===== config.mk =====
export PLATFORM = sky130hd
export DESIGN_NAME = regrw16_arbiter_flat
export DESIGN_NICKNAME = d
export VERILOG_FILES = /design/src/rtl/regrw16_arbiter_if.sv /design/src/rtl/regrw16_arbiter.sv /design/src/flat_wrapper.sv
export SDC_FILE = /design/constraint.sdc
export NUM_CORES = 1
export LEC_CHECK = 0
export CAP_MARGIN = 40
export CORE_ASPECT_RATIO = 1.4
export CORE_MARGIN = 4
export CORE_UTILIZATION = 35
export CTS_CLUSTER_DIAMETER = 40
export DETAILED_ROUTE_END_ITERATION = 12
export HOLD_SLACK_MARGIN = 0.02
export PLACE_DENSITY = 0.8
export SLEW_MARGIN = 20
export SYNTH_ARGS = -nofsm -noshare
export SYNTH_HDL_FRONTEND = slang
export SYNTH_SLANG_ARGS = --single-unit
export TNS_END_PERCENT = 20

===== constraint.sdc =====
create_clock -name csi_MCLK_clk -period 2 [get_ports csi_MCLK_clk]
set_input_delay 0.5 -clock csi_MCLK_clk [delete_from_list [all_inputs] [get_ports csi_MCLK_clk]]
set_output_delay 0.5 -clock csi_MCLK_clk [all_outputs]
set_load 0.01 [all_outputs]

===== src/rtl/regrw16_arbiter_if.sv =====
// Avalon-MM register-access port bundle shared by the upstream masters.
//   writedata/byteenable/write/read : request side, driven by the master
//   waitrequest                     : low for the single cycle a request is accepted
//   readdata/readdatavalid          : read response, readdatavalid is a one-cycle pulse
// master modport: the requesting side.  slave modport: the arbiter side.
interface regrw16_arbiter_if #(
   parameter int unsigned DATA_W = 16,
   parameter int unsigned BE_W   = DATA_W / 8
);
   logic [DATA_W-1:0] writedata;
   logic [BE_W-1:0]   byteenable;
   logic              write;
   logic              read;
   logic              waitrequest;
   logic [DATA_W-1:0] readdata;
   logic              readdatavalid;

   modport master (
      output writedata, byteenable, write, read,
      input  waitrequest, readdata, readdatavalid
   );

   modport slave (
      input  writedata, byteenable, write, read,
      output waitrequest, readdata, readdatavalid
   );
endinterface


===== src/rtl/regrw16_arbiter.sv =====
// Round-robin arbiter sharing one zero-wait Avalon-MM register slave between two masters.
//   csi_MCLK_clk        : clock
//   rsi_MRST_reset      : synchronous active-high reset
//   avs_M0, avs_M1      : upstream Avalon-MM slave ports (slave modport)
//   avm_Reg_*           : downstream master port; readdata is valid in the strobe cycle
// One transfer every two cycles: IDLE picks a winner, GRANT issues the slave strobe.
module regrw16_arbiter #(
   parameter int unsigned DATA_W = 16,
   parameter int unsigned BE_W   = DATA_W / 8
) (
   input  logic              csi_MCLK_clk,
   input  logic              rsi_MRST_reset,
   regrw16_arbiter_if.slave  avs_M0,
   regrw16_arbiter_if.slave  avs_M1,
   output logic [DATA_W-1:0] avm_Reg_writedata,
   output logic [BE_W-1:0]   avm_Reg_byteenable,
   output logic              avm_Reg_write,
   output logic              avm_Reg_read,
   input  logic [DATA_W-1:0] avm_Reg_readdata
);

   typedef enum logic {
      IDLE  = 1'b0,
      GRANT = 1'b1
   } state_t;

   state_t            state;
   logic              sel;         // 0 = M0, 1 = M1
   logic              last_grant;  // master granted most recently
   logic [DATA_W-1:0] rdata0;
   logic [DATA_W-1:0] rdata1;
   logic              rdv0;
   logic              rdv1;

   logic              req0;
   logic              req1;
   logic              win;
   logic              grant_c;
   logic              wr_sel;
   logic              rd_sel;
   logic [DATA_W-1:0] wd_sel;
   logic [BE_W-1:0]   be_sel;

   assign req0 = avs_M0.write | avs_M0.read;
   assign req1 = avs_M1.write | avs_M1.read;

   // Winner: the lone requester, or on a tie the master that did not win last.
   always_comb begin
      win = 1'b0;
      if (req0 && req1) begin
         win = ~last_grant;
      end else if (req1) begin
         win = 1'b1;
      end
   end

   // Reset in the GRANT cycle suppresses the strobe and the handshake.
   assign grant_c = (state == GRANT) && !rsi_MRST_reset;

   // Live signals of the selected master.
   assign wr_sel = sel ? avs_M1.write      : avs_M0.write;
   assign rd_sel = sel ? avs_M1.read       : avs_M0.read;
   assign wd_sel = sel ? avs_M1.writedata  : avs_M0.writedata;
   assign be_sel = sel ? avs_M1.byteenable : avs_M0.byteenable;

   // Write wins over a simultaneous read, so the two strobes are exclusive.
   assign avm_Reg_write      = grant_c & wr_sel;
   assign avm_Reg_read       = grant_c & ~wr_sel & rd_sel;
   assign avm_Reg_writedata  = grant_c ? wd_sel : '0;
   assign avm_Reg_byteenable = grant_c ? be_sel : '0;

   assign avs_M0.waitrequest   = ~(grant_c & ~sel);
   assign avs_M1.waitrequest   = ~(grant_c &  sel);
   assign avs_M0.readdata      = rdata0;
   assign avs_M1.readdata      = rdata1;
   assign avs_M0.readdatavalid = rdv0;
   assign avs_M1.readdatavalid = rdv1;

   // Arbitration FSM and registered read response.
   always_ff @(posedge csi_MCLK_clk) begin
      if (rsi_MRST_reset) begin
         state      <= IDLE;
         sel        <= 1'b0;
         last_grant <= 1'b1;
         rdata0     <= '0;
         rdata1     <= '0;
         rdv0       <= 1'b0;
         rdv1       <= 1'b0;
      end else begin
         rdv0 <= 1'b0;
         rdv1 <= 1'b0;
         case (state)
            IDLE: begin
               if (req0 || req1) begin
                  state      <= GRANT;
                  sel        <= win;
                  last_grant <= win;
               end
            end
            GRANT: begin
               state <= IDLE;
               if (avm_Reg_read) begin
                  if (sel) begin
                     rdata1 <= avm_Reg_readdata;
                     rdv1   <= 1'b1;
                  end else begin
                     rdata0 <= avm_Reg_readdata;
                     rdv0   <= 1'b1;
                  end
               end
            end
            default: state <= IDLE;
         endcase
      end
   end

endmodule

===== src/flat_wrapper.sv =====
// flat-port wrapper written by rule: the top's interface ports become plain ports
module regrw16_arbiter_flat 
#(
   parameter int unsigned DATA_W = 16,
   parameter int unsigned BE_W   = DATA_W / 8
)
  (csi_MCLK_clk, rsi_MRST_reset, avm_Reg_writedata, avm_Reg_byteenable, avm_Reg_write, avm_Reg_read, avm_Reg_readdata, avs_M0_writedata, avs_M0_byteenable, avs_M0_write, avs_M0_read, avs_M0_waitrequest, avs_M0_readdata, avs_M0_readdatavalid, avs_M1_writedata, avs_M1_byteenable, avs_M1_write, avs_M1_read, avs_M1_waitrequest, avs_M1_readdata, avs_M1_readdatavalid);
  regrw16_arbiter_if #(.DATA_W(DATA_W), .BE_W(BE_W)) avs_M0_i ();
  regrw16_arbiter_if #(.DATA_W(DATA_W), .BE_W(BE_W)) avs_M1_i ();
  input  logic csi_MCLK_clk;
  input  logic rsi_MRST_reset;
  output logic [DATA_W-1:0] avm_Reg_writedata;
  output logic [BE_W-1:0] avm_Reg_byteenable;
  output logic avm_Reg_write;
  output logic avm_Reg_read;
  input  logic [DATA_W-1:0] avm_Reg_readdata;
  input wire logic [$bits(avs_M0_i.writedata)-1:0] avs_M0_writedata;
  input wire logic [$bits(avs_M0_i.byteenable)-1:0] avs_M0_byteenable;
  input wire logic [$bits(avs_M0_i.write)-1:0] avs_M0_write;
  input wire logic [$bits(avs_M0_i.read)-1:0] avs_M0_read;
  output wire logic [$bits(avs_M0_i.waitrequest)-1:0] avs_M0_waitrequest;
  output wire logic [$bits(avs_M0_i.readdata)-1:0] avs_M0_readdata;
  output wire logic [$bits(avs_M0_i.readdatavalid)-1:0] avs_M0_readdatavalid;
  input wire logic [$bits(avs_M1_i.writedata)-1:0] avs_M1_writedata;
  input wire logic [$bits(avs_M1_i.byteenable)-1:0] avs_M1_byteenable;
  input wire logic [$bits(avs_M1_i.write)-1:0] avs_M1_write;
  input wire logic [$bits(avs_M1_i.read)-1:0] avs_M1_read;
  output wire logic [$bits(avs_M1_i.waitrequest)-1:0] avs_M1_waitrequest;
  output wire logic [$bits(avs_M1_i.readdata)-1:0] avs_M1_readdata;
  output wire logic [$bits(avs_M1_i.readdatavalid)-1:0] avs_M1_readdatavalid;
  assign avs_M0_i.writedata = avs_M0_writedata;
  assign avs_M0_i.byteenable = avs_M0_byteenable;
  assign avs_M0_i.write = avs_M0_write;
  assign avs_M0_i.read = avs_M0_read;
  assign avs_M0_waitrequest = avs_M0_i.waitrequest;
  assign avs_M0_readdata = avs_M0_i.readdata;
  assign avs_M0_readdatavalid = avs_M0_i.readdatavalid;
  assign avs_M1_i.writedata = avs_M1_writedata;
  assign avs_M1_i.byteenable = avs_M1_byteenable;
  assign avs_M1_i.write = avs_M1_write;
  assign avs_M1_i.read = avs_M1_read;
  assign avs_M1_waitrequest = avs_M1_i.waitrequest;
  assign avs_M1_readdata = avs_M1_i.readdata;
  assign avs_M1_readdatavalid = avs_M1_i.readdatavalid;
  regrw16_arbiter #(.DATA_W(DATA_W), .BE_W(BE_W)) u_core (.csi_MCLK_clk(csi_MCLK_clk), .rsi_MRST_reset(rsi_MRST_reset), .avs_M0(avs_M0_i), .avs_M1(avs_M1_i), .avm_Reg_writedata(avm_Reg_writedata), .avm_Reg_byteenable(avm_Reg_byteenable), .avm_Reg_write(avm_Reg_write), .avm_Reg_read(avm_Reg_read), .avm_Reg_readdata(avm_Reg_readdata));
endmodule

==> results of run 1 <==
[kinds of logic (layout without fill, tap and decap cells)]
group,count (synthesis),count (layout),synth area share (%)
AOI/OAI and AO/OA,87,87,30.93
buffers and inverters,21,151,7.809
DFF,37,37,44.88
muxes,1,1,0.6065
and+or+nand+nor,47,47,15.77
[registers in the layout, summed over array words and instances, names as in the netlist]
register and flops:
u_core.avs_M1.readdata 16, u_core.avs_M1.readdatavalid 1, u_core.sel 1, u_core.state 1
u_core.last_grant 1, u_core.avs_M0.readdatavalid 1, u_core.avs_M0.readdata 16
[power breakdown]
group | switching (mW) | internal (mW)
Clock | 0.254 | 0.406
Sequential | 0.00790 | 0.750
Combinational | 0.139 | 0.201
[metal layers]
layer  share of wire (%)  global-route usage, %  vias up
li1                    -                      -      967
met1                  39                  25.66      914
met2                  52                  36.95       72
met3                 6.0                  5.031       16
met4                 2.6                  8.503        0
met5                   0                      0        -
[worst max path at each step]
stage / startpoint / endpoint / cells past startpoint / slack [ns]
detailed placement: rsi_MRST_reset / avm_Reg_writedata[12] / 5 / -0.65
floorplan: rsi_MRST_reset / avm_Reg_read / 5 / 0.04
CTS: rsi_MRST_reset / avm_Reg_read / 7 / -0.05
global route: u_core.sel$_SDFFE_PP0P_ / avm_Reg_read / 6 / -0.07
finish: u_core.sel$_SDFFE_PP0P_ / avm_Reg_read / 6 / -0.01
global placement: rsi_MRST_reset / avm_Reg_writedata[12] / 5 / -0.65
[layout make-up]
class	instances	area, um^2	area share [%]
clock buffers	7	86.33	2.857
multi-input cells	135	788.3	26.09
clock inverters	1	30.03	0.9938
repair buffers	141	1284	42.48
flip-flops and latches	37	745.7	24.68
inverters	2	10.01	0.3313
well taps	62	77.57	2.567
[cell usage after synthesis]
library cell | instances | area share (%)
a211o_1 | 1 | 0.53
a21oi_1 | 33 | 10
a22o_1 | 18 | 9.6
and3b_1 | 1 | 0.53
buf_2 | 5 | 1.5
buf_4 | 3 | 1.4
buf_6 | 4 | 2.7
clkbuf_1 | 7 | 1.6
dfxtp_1 | 37 | 45
inv_2 | 1 | 0.23
inv_4 | 1 | 0.38
mux2i_1 | 1 | 0.61
nand2_1 | 1 | 0.23
nand2b_1 | 2 | 0.76
nand3_1 | 32 | 9.7
nor2_1 | 3 | 0.68
nor2b_1 | 2 | 0.76
nor3_1 | 2 | 0.61
nor3b_1 | 1 | 0.46
nor3b_4 | 1 | 1.1
nor4_1 | 1 | 0.38
o21ai_0 | 26 | 7.9
o21ai_1 | 7 | 2.1
o21bai_1 | 1 | 0.46
o22ai_1 | 1 | 0.38
or3b_2 | 1 | 0.53
[worst max-delay path: stages (launching register included)]
cell and delay (ns):
dfxtp_4 0.36, nor3b_4 0.28, buf_4 0.17, buf_6 0.10, inv_4 0.03, o22ai_2 0.12
buf_2 0.16
[cells in the final DEF, fill, tap and decap left out, drive strengths merged, types with 2 or more instances in the layout]
cell type      instances
clkdlybuf4s50         90
buf                   46
dfxtp                 37
a21oi                 33
o21ai                 33
nand3                 32
a22o                  18
clkbuf                11
nor2                   3
nand2b                 2
nor3                   2
nor2b                  2
nor3b                  2
inv                    2
[through the flow]
stage / util, % / total power, mW / std cells / TNS (ns)
2_1_floorplan: - / 0.8930 / 193 / 0
3_3_place_gp: 63.72 / 1.101 / 369 / -13.42
3_5_place_dp: 63.72 / 1.104 / 369 / -13.71
4_1_cts: 66.73 / 1.764 / 385 / -0.05244
5_1_grt: 66.62 / 1.831 / 385 / -0.5010
6_report: 66.62 / 1.758 / 385 / -0.01018
[repair_timing]
item	4_1_cts	5_1_grt
setup endpoints to repair	22	17
endpoints found under the hold margin	0	0
setup buffers	5	0
pin swaps	1	11
gates resized for setup	89	17
gates cloned	3	0
==> results.toml, run 1 <==
[worst_hold_path]
min_to = "u_core.avs_M1.readdata[4]$_SDFFE_PP0P_"
hold_path.class = "flop to flop"
whs_path_depth = 2
worstHoldStart = "u_core.avs_M1.readdata[4]$_SDFFE_PP0P_"

[grt]
grt_max_degree = 37
track_usage_pct = 21.44
grt_overflow = 0
antenna_found_initial = 0
grt_pass1_vias = 1930
grt_pass1_wl_um = 9632

[timing]
skew_ns = 0.001556
max_slew_margin_pct = 81.34
period_minus_slack_ns = 2.010
finalSetupViolCount = 1
rsz0062_at_grt = "true"
worstMarginPinSlew_ns = 0.2774
max_freq_ghz = 0.4975
min_period_over_period_pct = 100.5
setup_ws_ns = -0.01018
maxSlewViolCount = 0
hold_violations = 0
hold_ws_ns = 0.4753

[layout]
nFillCells = 389
fin_nets = 380
drive_above_1_share_pct = 20.12
syn2layout_area_growth_pct = 83.09
diodes = 0
stdcell_area_um2 = 3022

[worst_setup_path]
crit_path_start_kind = "flop"
crit_type = "flop to primary output"
r2r_slack_ns = 0.55
reg2reg_depth = 7
critical_path_required_ns = 1.50
worstPathMaxFanout = 3
r2r_start = "u_core.sel$_SDFFE_PP0P_"
worst_ep_arrival_time_ns = 1.51
r2r-end = "u_core.avs_M0.readdata[4]$_SDFFE_PP0P_"
end_kind = "primary output"

[power_and_ir_drop]
p_leak_nw = 1.134
powerDensity_nw_per_um2 = 581.7
vdd_drop_max_uv = 381.3

[run_status]
violations = "negative setup slack"
status = "finished with violations"

[placed_design]
port-buffer-count = 113
place_hpwl_um = 4586
dpl_cell_area_um2 = 2890
place_ws_ns = -0.6517
place.gp.congestion = 0.7998

[routing]
routed_wl_um = 6179
routedWlPerCell_um = 16.05
drt_iter0_drc = 142
drc = 0
ant_nets = 0
vias_per_cell = 5.114
vias = 1969
first_pass_iters = 4

[clock_network]
cts_tree = "built"
cts_buffer_depth = 2
clk_pin_slew_worst_paths_ns = 0.07
h-tree-depth = 2
cts_root_buf = "clkbuf_8"
ctsHoldBuffers = 0
cts_buffers = 5
clk_latency_ns = 0.29
cts_sinks = 37

[synth]
synthCells = 193
ys_warn_count = 0
synth.distinct_cells = 26
synth_nets = 251
avgSynthCellArea_um2 = 8.551
synth-seq-cells = 37
synthesis.area_um2 = 1650
seq_area_frac_synth_pct = 44.88

[floorplanning]
io_pins = 114
die_x_um = 66.04
die-area_um2 = 5894
die_h_um = 89.25
core_um2 = 4536
floorplan.initialDensity_pct = 36.39
rows = 29

[job]
maxCapViolations = 0
(Power assumes the default switching activity.)
==> run 2: changes to the inputs <==
--- a/config.mk
+++ b/config.mk
@@ -6,7 +6,6 @@
 export NUM_CORES = 1
 export LEC_CHECK = 0
 export CAP_MARGIN = 40
-export CORE_ASPECT_RATIO = 1.4
 export CORE_MARGIN = 4
 export CORE_UTILIZATION = 35
 export CTS_CLUSTER_DIAMETER = 40
==> run 2 against run 1 <==
  * Global-route usage fell by 0.057 points
  * Critical endpoint is now avm_Reg_writedata[7]
  * Critical path depth did not move
  * Largest power group unchanged
  * The flow still finishes with violations (negative setup slack)
  * Register-to-register slack barely moved
  * Combinational power rose by 2%
  * Worst hold slack improved by 0.00069 ns
==> results.toml, run 2 (same netlist as run 1, synthesis figures left out) <==
[routing]
first_pass_iters = 4
drt_iter0_drc = 181
ant_nets = 0
vias = 2001
top_layer_used = "met4"
wl_met2_um = 3104
wl_met1_um = 2589
dr_wl_met3_um = 519
vias_per_cell = 5.322
drc = 0
routed_wl_um = 6338
routedWlPerCell_um = 16.86

[worst_setup_path]
r2r-end = "u_core.avs_M0.readdata[4]$_SDFFE_PP0P_"
slowest_delay_ns = 0.34
cp_slowest_cell = "dfxtp_2"
r2r_start = "u_core.sel$_SDFFE_PP0P_"
cp_cell_sequence = "nor3b_4 > buf_6 > buf_6 > buf_6 > a22o_1 > buf_2"
worstPathMaxFanout = 4
r2r_slack_ns = 0.54
worst_ep_arrival_time_ns = 1.53
crit_path_start_kind = "flop"
reg2reg_depth = 6
worst_path_most_repeated_cell = "buf_6"
crit_type = "flop to primary output"
end_kind = "primary output"
critical_path_required_ns = 1.50

[placed_design]
place_hpwl_um = 4792
place_ws_ns = -0.6824
port-buffer-count = 113
place.gp.congestion = 0.8598
dp_cells = 359

[clock_network]
cts_root_buf = "clkbuf_8"
clk_latency_ns = 0.30
cts_tree = "built"
clk_pin_slew_worst_paths_ns = 0.08
cts_buffers = 5
h-tree-depth = 2
cts_buffer_depth = 2
ctsHoldBuffers = 0
cts_sinks = 37

[layout]
fin_nets = 381
final_util_pct = 68.16
final_cell_mix = "89 x clkdlybuf4s50_1, 35 x dfxtp_1, 33 x a21oi_1"
nFillCells = 369
final_cells = 376
syn2layout_area_growth_pct = 83.55
diodes = 0
drive_above_1_share_pct = 20.68
final_common_cell = "clkdlybuf4s50_1"

[power_and_ir_drop]
p_leak_nw = 1.141
vdd_drop_max_uv = 412.8
powerDensity_nw_per_um2 = 589.5

[grt]
grt_pass1_vias = 2002
grt_overflow = 0
grt_pass1_wl_um = 10120
track_usage_pct = 21.38
antenna_found_initial = 0
grt_max_degree = 21

[worst_hold_path]
hold_path.class = "flop to flop"
min_to = "u_core.avs_M1.readdata[9]$_SDFFE_PP0P_"
whs_path_depth = 2
worstHoldStart = "u_core.avs_M1.readdata[9]$_SDFFE_PP0P_"

[floorplanning]
die_x_um = 76.67
io_pins = 114
floorplan.initialDensity_pct = 37.13
die-area_um2 = 5878
core_um2 = 4444
rows = 24
die_h_um = 76.67

[job]
maxCapViolations = 0

[timing]
finalSetupViolCount = 4
setup_ws_ns = -0.03310
worstMarginPinSlew_ns = 0.3164
skew_ns = 0.01006
max_slew_margin_pct = 78.89
period_minus_slack_ns = 2.033
min_period_over_period_pct = 101.7
hold_violations = 0
rsz0062_at_grt = "true"
max_freq_ghz = 0.4919
maxSlewViolCount = 0

[run_status]
status = "finished with violations"
violations = "negative setup slack"
-- run 2: area by class of cell --
class                      instances  area [um^2]  share of cell area, %
tap                               52        65.06                  2.148
clock inverter                     2        37.54                  1.239
timing repair buffer             142         1301                  42.96
sequential                        37        743.2                  24.54
multi-input combinational        135        789.5                  26.06
clock buffer                       6        82.58                  2.726
inverter                           2        10.01                 0.3304
-- run 2: report_power, final --
group	switching (mW)	total, mW	internal (mW)
Sequential	0.00849	0.758	0.750
Clock	0.274	0.679	0.405
Combinational	0.143	0.348	0.205
Total	0.426	1.79	1.36
-- run 2: worst max-delay path by stage --
stage                     cells after the start               startpoint                     to
after floorplan                               5           rsi_MRST_reset           avm_Reg_read
after global placement                        6           rsi_MRST_reset           avm_Reg_read
after detailed placement                      5           rsi_MRST_reset   avm_Reg_writedata[3]
after CTS                                     6  u_core.sel$_SDFFE_PP0P_  avm_Reg_byteenable[0]
after global routing                          6  u_core.sel$_SDFFE_PP0P_  avm_Reg_writedata[14]
final                                         6  u_core.sel$_SDFFE_PP0P_   avm_Reg_writedata[7]
-- run 2: routing by layer --
metal	track usage (%)	up-vias
li1	-	974
met1	25.76	917
met2	35.98	96
met3	6.557	14
met4	7.246	0
met5	0	-
-- run 2: stage by stage --
step           setup TNS (ns)  area, um^2  hold slack [ns]  total power [mW]
2_1_floorplan               0        1650           0.4534            0.8930
3_3_place_gp           -14.27        2890           0.4615             1.106
3_5_place_dp           -15.83        2890           0.4713             1.111
4_1_cts               -0.1221        3055           0.4828             1.792
5_1_grt               -0.9569        3029           0.4927             1.846
6_report              -0.1113        3029           0.4760             1.786
-- run 2: what timing repair did --
item | 4_1_cts | 5_1_grt
gates resized for setup | 96 | 6
pin swaps | 5 | 0
endpoints found under the setup margin | 22 | 21
hold endpoints to repair | 0 | 0
gates cloned | 2 | 0
setup buffers | 7 | 0
-- run 2: critical path, delay by kind of cell (launching register included) --
kind                   cells  cell delay [ns]
and+or+nand+nor            1             0.31
buffers and inverters      4             0.47
DFF                        1             0.34
AOI/OAI and AO/OA          1             0.12
==> run 3: changes to the inputs <==
--- a/config.mk
+++ b/config.mk
@@ -9,6 +9,7 @@
 export CORE_MARGIN = 4
 export CORE_UTILIZATION = 35
 export CTS_CLUSTER_DIAMETER = 40
+export CTS_CLUSTER_SIZE = 24
 export DETAILED_ROUTE_END_ITERATION = 12
 export HOLD_SLACK_MARGIN = 0.02
 export PLACE_DENSITY = 0.8
==> results of run 3 <==
The final DEF is identical to that of run 2; final timing and power are the same.
